**src/rtl/m68k_bus_pkg.sv**
```systemverilog
// Shared types and address-map constants for the 68000 local-bus sequencer
// and any other master that needs to classify bus addresses.
package m68k_bus_pkg;

    typedef enum logic [2:0] {
        ST_IDLE,
        ST_DECODE,
        ST_WAIT,
        ST_ACK,
        ST_ERR
    } state_t;

    typedef enum logic [1:0] {
        REG_ROM,
        REG_SRAM,
        REG_PERIPH,
        REG_UNMAPPED
    } region_t;

    typedef struct packed {
        logic       dtack_n;
        logic       berr_n;
        logic       dir;
        logic       rom_sel;
        logic       periph_cs;
        logic       sram_ce_n;
        logic       sram_oe_n;
        logic [1:0] sram_we_n;
    } bus_out_t;

    localparam bus_out_t OUT_IDLE = '{
        dtack_n:   1'b1,
        berr_n:    1'b1,
        dir:       1'b0,
        rom_sel:   1'b0,
        periph_cs: 1'b0,
        sram_ce_n: 1'b1,
        sram_oe_n: 1'b1,
        sram_we_n: 2'b11
    };

    // Map expressed on byte addresses: region hit when (addr & MASK) == BASE.
    localparam logic [23:0] ROM_BASE    = 24'h000000;
    localparam logic [23:0] ROM_MASK    = 24'hFFF800;
    localparam logic [23:0] SRAM_BASE   = 24'h100000;
    localparam logic [23:0] SRAM_MASK   = 24'hF80000;
    localparam logic [23:0] PERIPH_BASE = 24'hF00000;
    localparam logic [23:0] PERIPH_MASK = 24'hF00000;

    localparam int unsigned DEF_ROM_WAIT       = 0;
    localparam int unsigned DEF_SRAM_WAIT      = 1;
    localparam int unsigned DEF_PERIPH_TIMEOUT = 255;

endpackage

```
**src/rtl/m68k_bus_ctrl_if.sv**
```systemverilog
// CPU-side local-bus signals seen by the bus sequencer.
interface m68k_bus_ctrl_if;

    logic        as_n;
    logic        r_wn;
    logic        uds_n;
    logic        lds_n;
    logic [23:1] addr;
    logic        periph_ack;

    logic        dtack_n;
    logic        berr_n;
    logic        dir;
    logic        rom_sel;
    logic        periph_cs;
    logic        sram_ce_n;
    logic        sram_oe_n;
    logic [1:0]  sram_we_n;

    modport master (
        output as_n, r_wn, uds_n, lds_n, addr, periph_ack,
        input  dtack_n, berr_n, dir, rom_sel, periph_cs,
               sram_ce_n, sram_oe_n, sram_we_n
    );

    modport slave (
        input  as_n, r_wn, uds_n, lds_n, addr, periph_ack,
        output dtack_n, berr_n, dir, rom_sel, periph_cs,
               sram_ce_n, sram_oe_n, sram_we_n
    );

endinterface

```
**src/rtl/m68k_addr_decode.sv**
```systemverilog
// Combinational classification of a 68000 word address into a bus region.
module m68k_addr_decode
    import m68k_bus_pkg::*;
(
    input  logic [23:1] i_addr,
    output region_t     o_region
);

    logic [23:0] w_byte;

    assign w_byte = {i_addr, 1'b0};

    always_comb begin
        if ((w_byte & ROM_MASK) == ROM_BASE) begin
            o_region = REG_ROM;
        end else if ((w_byte & SRAM_MASK) == SRAM_BASE) begin
            o_region = REG_SRAM;
        end else if ((w_byte & PERIPH_MASK) == PERIPH_BASE) begin
            o_region = REG_PERIPH;
        end else begin
            o_region = REG_UNMAPPED;
        end
    end

endmodule

```
**src/rtl/m68k_bus_ctrl.sv**
```systemverilog
// 68000 bus-cycle sequencer: decodes each AS cycle, inserts region wait
// states and drives registered DTACKn/BERRn, buffer direction and strobes.
module m68k_bus_ctrl
    import m68k_bus_pkg::*;
#(
    parameter int unsigned ROM_WAIT       = DEF_ROM_WAIT,
    parameter int unsigned SRAM_WAIT      = DEF_SRAM_WAIT,
    parameter int unsigned PERIPH_TIMEOUT = DEF_PERIPH_TIMEOUT
) (
    input  logic            clk12,
    input  logic            rst,
    m68k_bus_ctrl_if.slave  bus
);

    localparam logic [7:0] LP_ROM_WAIT  = 8'(ROM_WAIT);
    localparam logic [7:0] LP_SRAM_WAIT = 8'(SRAM_WAIT);
    localparam logic [7:0] LP_TIMEOUT   = 8'(PERIPH_TIMEOUT);

    logic       r_as_meta;
    logic       r_as_s;
    logic       r_armed;
    state_t     r_state;
    state_t     w_state_nx;
    logic [7:0] r_cnt;
    logic [7:0] w_cnt_nx;
    logic [7:0] w_cnt_inc;
    region_t    r_region;
    region_t    w_region;
    region_t    w_cyc_region;
    logic       r_rw;
    logic       w_cyc_rw;
    bus_out_t   r_out;
    bus_out_t   w_out_nx;

    m68k_addr_decode u_decode (
        .i_addr   (bus.addr),
        .o_region (w_region)
    );

    always_ff @(posedge clk12) begin
        r_as_meta <= bus.as_n;
        r_as_s    <= r_as_meta;
    end

    // The sync flops survive reset, so a cycle still low after reset is
    // ignored until AS has been seen high again.
    always_ff @(posedge clk12) begin
        if (rst) begin
            r_state  <= ST_IDLE;
            r_cnt    <= '0;
            r_region <= REG_UNMAPPED;
            r_rw     <= 1'b1;
            r_armed  <= 1'b0;
            r_out    <= OUT_IDLE;
        end else begin
            r_state <= w_state_nx;
            r_cnt   <= w_cnt_nx;
            r_armed <= r_armed | r_as_s;
            r_out   <= w_out_nx;
            if (r_state == ST_DECODE) begin
                r_region <= w_region;
                r_rw     <= bus.r_wn;
            end
        end
    end

    assign w_cnt_inc = (r_cnt == 8'hFF) ? r_cnt : r_cnt + 8'd1;

    always_comb begin
        w_state_nx = r_state;
        w_cnt_nx   = r_cnt;
        case (r_state)
            ST_IDLE: begin
                w_cnt_nx = '0;
                if (!r_as_s && r_armed) begin
                    w_state_nx = ST_DECODE;
                end
            end
            ST_DECODE: begin
                if (r_as_s) begin
                    w_state_nx = ST_IDLE;
                end else begin
                    case (w_region)
                        REG_ROM: begin
                            w_cnt_nx   = LP_ROM_WAIT;
                            w_state_nx = bus.r_wn ? ST_WAIT : ST_ERR;
                        end
                        REG_SRAM: begin
                            w_cnt_nx   = LP_SRAM_WAIT;
                            w_state_nx = ST_WAIT;
                        end
                        REG_PERIPH: begin
                            w_cnt_nx   = '0;
                            w_state_nx = ST_WAIT;
                        end
                        default: w_state_nx = ST_ERR;
                    endcase
                end
            end
            ST_WAIT: begin
                if (r_as_s) begin
                    w_state_nx = ST_IDLE;
                end else if (r_region == REG_PERIPH) begin
                    // Ack is checked first so it wins over a coincident timeout.
                    if (bus.periph_ack) begin
                        w_state_nx = ST_ACK;
                    end else begin
                        w_cnt_nx = w_cnt_inc;
                        if (w_cnt_inc >= LP_TIMEOUT) begin
                            w_state_nx = ST_ERR;
                        end
                    end
                end else if (r_cnt == '0) begin
                    w_state_nx = ST_ACK;
                end else begin
                    w_cnt_nx = r_cnt - 8'd1;
                end
            end
            ST_ACK, ST_ERR: begin
                if (r_as_s) begin
                    w_state_nx = ST_IDLE;
                end
            end
            default: w_state_nx = ST_IDLE;
        endcase
    end

    assign w_cyc_region = (r_state == ST_DECODE) ? w_region : r_region;
    assign w_cyc_rw     = (r_state == ST_DECODE) ? bus.r_wn : r_rw;

    // Outputs are derived from the next state so they register together
    // with the state transition.
    always_comb begin
        w_out_nx = OUT_IDLE;
        case (w_state_nx)
            ST_WAIT, ST_ACK: begin
                case (w_cyc_region)
                    REG_ROM:    w_out_nx.rom_sel   = 1'b1;
                    REG_PERIPH: w_out_nx.periph_cs = 1'b1;
                    REG_SRAM: begin
                        w_out_nx.sram_ce_n = 1'b0;
                        if (w_cyc_rw) begin
                            w_out_nx.sram_oe_n = 1'b0;
                        end else begin
                            w_out_nx.sram_we_n = {bus.uds_n, bus.lds_n};
                        end
                    end
                    default: ;
                endcase
                if (w_state_nx == ST_ACK) begin
                    w_out_nx.dtack_n = 1'b0;
                    w_out_nx.dir     = w_cyc_rw;
                end
            end
            ST_ERR:  w_out_nx.berr_n = 1'b0;
            default: ;
        endcase
    end

    assign bus.dtack_n   = r_out.dtack_n;
    assign bus.berr_n    = r_out.berr_n;
    assign bus.dir       = r_out.dir;
    assign bus.rom_sel   = r_out.rom_sel;
    assign bus.periph_cs = r_out.periph_cs;
    assign bus.sram_ce_n = r_out.sram_ce_n;
    assign bus.sram_oe_n = r_out.sram_oe_n;
    assign bus.sram_we_n = r_out.sram_we_n;

endmodule

```
**src/flat_wrapper.sv**
```systemverilog
// flat-port wrapper written by rule: the top's interface ports become plain ports
module m68k_bus_ctrl_flat import m68k_bus_pkg::*;
#(
    parameter int unsigned ROM_WAIT       = DEF_ROM_WAIT,
    parameter int unsigned SRAM_WAIT      = DEF_SRAM_WAIT,
    parameter int unsigned PERIPH_TIMEOUT = DEF_PERIPH_TIMEOUT
)
  (clk12, rst, bus_as_n, bus_r_wn, bus_uds_n, bus_lds_n, bus_addr, bus_periph_ack, bus_dtack_n, bus_berr_n, bus_dir, bus_rom_sel, bus_periph_cs, bus_sram_ce_n, bus_sram_oe_n, bus_sram_we_n);
  m68k_bus_ctrl_if bus_i ();
  input  logic clk12;
  input  logic rst;
  input wire logic [$bits(bus_i.as_n)-1:0] bus_as_n;
  input wire logic [$bits(bus_i.r_wn)-1:0] bus_r_wn;
  input wire logic [$bits(bus_i.uds_n)-1:0] bus_uds_n;
  input wire logic [$bits(bus_i.lds_n)-1:0] bus_lds_n;
  input wire logic [$bits(bus_i.addr)-1:0] bus_addr;
  input wire logic [$bits(bus_i.periph_ack)-1:0] bus_periph_ack;
  output wire logic [$bits(bus_i.dtack_n)-1:0] bus_dtack_n;
  output wire logic [$bits(bus_i.berr_n)-1:0] bus_berr_n;
  output wire logic [$bits(bus_i.dir)-1:0] bus_dir;
  output wire logic [$bits(bus_i.rom_sel)-1:0] bus_rom_sel;
  output wire logic [$bits(bus_i.periph_cs)-1:0] bus_periph_cs;
  output wire logic [$bits(bus_i.sram_ce_n)-1:0] bus_sram_ce_n;
  output wire logic [$bits(bus_i.sram_oe_n)-1:0] bus_sram_oe_n;
  output wire logic [$bits(bus_i.sram_we_n)-1:0] bus_sram_we_n;
  assign bus_i.as_n = bus_as_n;
  assign bus_i.r_wn = bus_r_wn;
  assign bus_i.uds_n = bus_uds_n;
  assign bus_i.lds_n = bus_lds_n;
  assign bus_i.addr = bus_addr;
  assign bus_i.periph_ack = bus_periph_ack;
  assign bus_dtack_n = bus_i.dtack_n;
  assign bus_berr_n = bus_i.berr_n;
  assign bus_dir = bus_i.dir;
  assign bus_rom_sel = bus_i.rom_sel;
  assign bus_periph_cs = bus_i.periph_cs;
  assign bus_sram_ce_n = bus_i.sram_ce_n;
  assign bus_sram_oe_n = bus_i.sram_oe_n;
  assign bus_sram_we_n = bus_i.sram_we_n;
  m68k_bus_ctrl #(.ROM_WAIT(ROM_WAIT), .SRAM_WAIT(SRAM_WAIT), .PERIPH_TIMEOUT(PERIPH_TIMEOUT)) u_core (.clk12(clk12), .rst(rst), .bus(bus_i));
endmodule
```
**config.mk**
```make
export PLATFORM = sky130hd
export DESIGN_NAME = m68k_bus_ctrl_flat
export DESIGN_NICKNAME = d
export VERILOG_FILES = /design/src/rtl/m68k_bus_pkg.sv /design/src/rtl/m68k_bus_ctrl_if.sv /design/src/rtl/m68k_addr_decode.sv /design/src/rtl/m68k_bus_ctrl.sv /design/src/flat_wrapper.sv
export SDC_FILE = /design/constraint.sdc
export NUM_CORES = 1
export LEC_CHECK = 0
export CORE_MARGIN = 2
export CORE_UTILIZATION = 45
export DETAILED_ROUTE_END_ITERATION = 10
export MAX_ROUTING_LAYER = met4
export PLACE_DENSITY = 0.74
export REMOVE_ABC_BUFFERS = 1
export SYNTH_ARGS = -nofsm -noshare
export SYNTH_HDL_FRONTEND = slang
export SYNTH_SLANG_ARGS = --single-unit
```
**constraint.sdc**
```tcl
create_clock -name clk12 -period 4.3 [get_ports clk12]
set_clock_uncertainty 0.05 [all_clocks]
set_input_delay 0.86 -clock clk12 [delete_from_list [all_inputs] [get_ports clk12]]
set_output_delay 0.86 -clock clk12 [all_outputs]
set_load 0.1 [all_outputs]
```
==> impl_metrics.env <==
export IMPL_ys_flop_type="dfxtp_1"
export IMPL_cts_tree="done"
export IMPL_drive_gt1_share_pct=8.019
export IMPL_grt_antenna_before_repair=0
export IMPL_internal_power_mw=0.3731
export IMPL_clk_pin_slew_ns=0.14
export IMPL_pwr_share_seq_pct=51.5
export IMPL_grt_overflow=0
export IMPL_start_kind="input port"
export IMPL_fill_cells=339
export IMPL_grt_usage_pct=19.82
export IMPL_dr_pass1_iters=4
export IMPL_synthCells=193
export IMPL_dp_final_hpwl_mm=2.689
export IMPL_ctsResizeCount=0
export IMPL_setup_viol=0
export IMPL_rsz0062_at_grt="no"
export IMPL_netSwitchingFraction_pct=22.72
export IMPL_cts_hold_buf=0
export IMPL_final_common_cell="clkdlybuf4s50_1"
export IMPL_pre_cts_ws_ns=0.3926
export IMPL_nNetsFinal=248
export IMPL_grt_pass1_wl_mm=6.237
export IMPL_die_width_um=63.47
export IMPL_power_density_mw_per_mm2=252.3
export IMPL_critical_path_arrival_ns=3.77
export IMPL_cp_end_kind="flop"
export IMPL_synth_edff_count=0
export IMPL_status="finished, final reports clean"
export IMPL_wl_per_cell_um=14.11
export IMPL_hold_viol_final=0
export IMPL_crit_fanout=9
export IMPL_async_reset_ff_share_pct=0
export IMPL_combPwrFrac_pct=13.1
export IMPL_post_cts_buffers=0
export IMPL_fin_area_mm2=0.001913
export IMPL_drv_cap=0
export IMPL_first_iter_violations=132
export IMPL_gp_congestion=0.8669
export IMPL_place_area_mm2=0.001861
export IMPL_grt_pass1_vias=1384
export IMPL_p_clk_share_pct=35.4
export IMPL_p_leak_nw=0.6461
export IMPL_yosysUniqueCellTypes=51
export IMPL_synth_area_leaders="dfxtp_1 33%, nor2_1 4.7%, ha_1 3.9%"
export IMPL_coreArea_mm2=0.003363
export IMPL_total_power_mw=0.4828
export IMPL_place_inst=254
export IMPL_rows=21
export IMPL_htreeDepth=1
export IMPL_period_share_pct=82.60
export IMPL_grt_max_degree=18
export IMPL_avgSynthCellArea_um2=8.246
export IMPL_insertion_delay_ns=0.33
export IMPL_drcViolationCount=0
export IMPL_dieArea_mm2=0.004028
export IMPL_drtAntennaViolNets=0
export IMPL_layoutNonFillerInstCount=258
export IMPL_min_delay_path_class="flop to flop"
export IMPL_port_buffers=28
export IMPL_seqCellArea_um2=520.5
export IMPL_areaGrowthSynthToFinish_pct=20.20
export IMPL_num_vias=1531
export IMPL_multi_input_area_um2=972.2
export IMPL_fin_ws_ns=0.7481
export IMPL_num_antenna_cells=0
export IMPL_layout_common_cells="28 x clkdlybuf4s50_1, 26 x dfxtp_1, 20 x nor2_1"
export IMPL_synth_area_mm2=0.001592
export IMPL_initial_core_util_pct=47.32
export IMPL_slew_headroom_pct=29.50
export IMPL_yosysSeqAreaShare_pct=32.70
export IMPL_worst_slew_pin_slew_ns=1.049
export IMPL_yosysTopAreaCell="dfxtp_1"
export IMPL_cts_made_buffers=3
export IMPL_synth_seq_cells=26
export IMPL_min_period_ns=3.552
export IMPL_setup_tns_ns=0
export IMPL_via_per_inst=5.934
export IMPL_clock_sinks=26
export IMPL_ios=39
export IMPL_ir_drop_v=0.0001348
export IMPL_fmax_ghz=0.2815
export IMPL_routed_wl_mm=3.641
export IMPL_critPathKind="input port to flop"
export IMPL_cts_buffer_depth=2
export IMPL_slew_violations=0
export IMPL_p_sw_mw=0.1097
export IMPL_worst_endpoint_required_ns=4.52
export IMPL_cts_root_buf="clkbuf_4"
export IMPL_yosysWarnings=0
export IMPL_die_h_um=63.47
export IMPL_synth_top_area_share_pct=32.70
-- final timing paths --
check | depth (start not counted) | slack [ns] | endpoint | start
worst max-delay path | 10 | 0.75 | u_core.bus.rom_sel$_SDFF_PP0_ | bus_addr[20]
worst min-delay path | 0 | 0.29 | u_core.r_as_s$_DFF_P_ | u_core.r_as_meta$_DFF_P_
worst max register to register | 5 | 1.78 | u_core.r_cnt[5]$_SDFFE_PP0P_ | u_core.r_region[1]$_SDFF_PP1_
worst min register to register | 0 | 0.29 | u_core.r_as_s$_DFF_P_ | u_core.r_as_meta$_DFF_P_
-- per-layer routing --
| layer | track usage (%) | routed length, µm | vias to the layer above |
|---|---|---|---|
| met5 | - | 0 | - |
| met2 | 30.66 | 1709 | 47 |
| li1 | - | - | 754 |
| met4 | 7.609 | 53 | 0 |
| met1 | 26.63 | 1725 | 725 |
| met3 | 2.143 | 153 | 5 |
-- synthesized netlist by cell type, types with 2 or more instances --
master	count
a211oi_1	4
a21oi_1	10
and2_1	3
and3_1	4
and3b_1	3
buf_2	4
buf_6	2
clkbuf_1	7
dfxtp_1	26
ha_1	5
inv_1	8
mux2i_1	2
nand2_1	15
nand2b_1	5
nand3_1	6
nand3b_1	2
nand4_1	7
nor2_1	20
nor2b_1	3
nor3_1	2
o211ai_1	5
o21ai_0	9
o22ai_1	2
o32a_1	2
o32ai_1	4
or2_2	4
or4_1	3
or4_4	3
-- area by class of cell --
class | count | area share, %
clock inverter | 1 | 1.570
inverter | 8 | 1.570
sequential | 26 | 27.21
tap | 46 | 3.009
clock buffer | 3 | 1.177
multi-input combinational | 146 | 50.82
timing repair buffer | 28 | 14.65
-- registers in the layout, summed over array words and instances, names as in the netlist --
name,cells
u_core.bus.rom_sel,1
u_core.r_state,3
u_core.bus.sram_ce_n,1
u_core.r_armed,1
u_core.bus.sram_we_n,2
u_core.r_as_meta,1
u_core.bus.berr_n,1
u_core.bus.periph_cs,1
u_core.r_rw,1
u_core.bus.dir,1
u_core.r_cnt,8
u_core.bus.sram_oe_n,1
u_core.bus.dtack_n,1
u_core.r_as_s,1
u_core.r_region,2
-- kinds of logic after synthesis --
group / count (synthesis) / share of synthesized area [%]
compound gates: 49 / 21.93
xor+xnor: 1 / 0.5504
fa+ha+maj: 5 / 3.931
mux: 3 / 1.965
simple gates: 88 / 32.70
flops: 26 / 32.70
buf+inv: 21 / 6.211
-- power by group through the flow --
stage | sequential (mW) | combinational (mW) | clock, mW
after CTS | 0.249 | 0.0629 | 0.174
after detailed placement | 0.254 | 0.0627 | 0
after floorplan | 0.254 | 0.0338 | 0
final | 0.249 | 0.0630 | 0.171
after global routing | 0.250 | 0.0691 | 0.187
after global placement | 0.254 | 0.0611 | 0
-- metrics by stage --
stage                     hold slack, ns  util (%)
final                             0.2934     56.88
after global routing              0.3065     56.88
after CTS                         0.2954     56.88
after detailed placement          0.2638     55.32
after global placement            0.2617     55.32
after floorplan                   0.2596         -
-- worst max-delay path: stages --
cell,delay [ns]
clkdlybuf4s50_1,0.42
or4_4,0.54
or4_4,0.54
nand2_1,0.11
ha_1,0.18
a21oi_1,0.08
nor2_1,0.14
o211ai_1,0.12
o2bb2ai_1,0.52
and4b_1,0.27
Note: power is estimated with default switching activity, not from simulation.
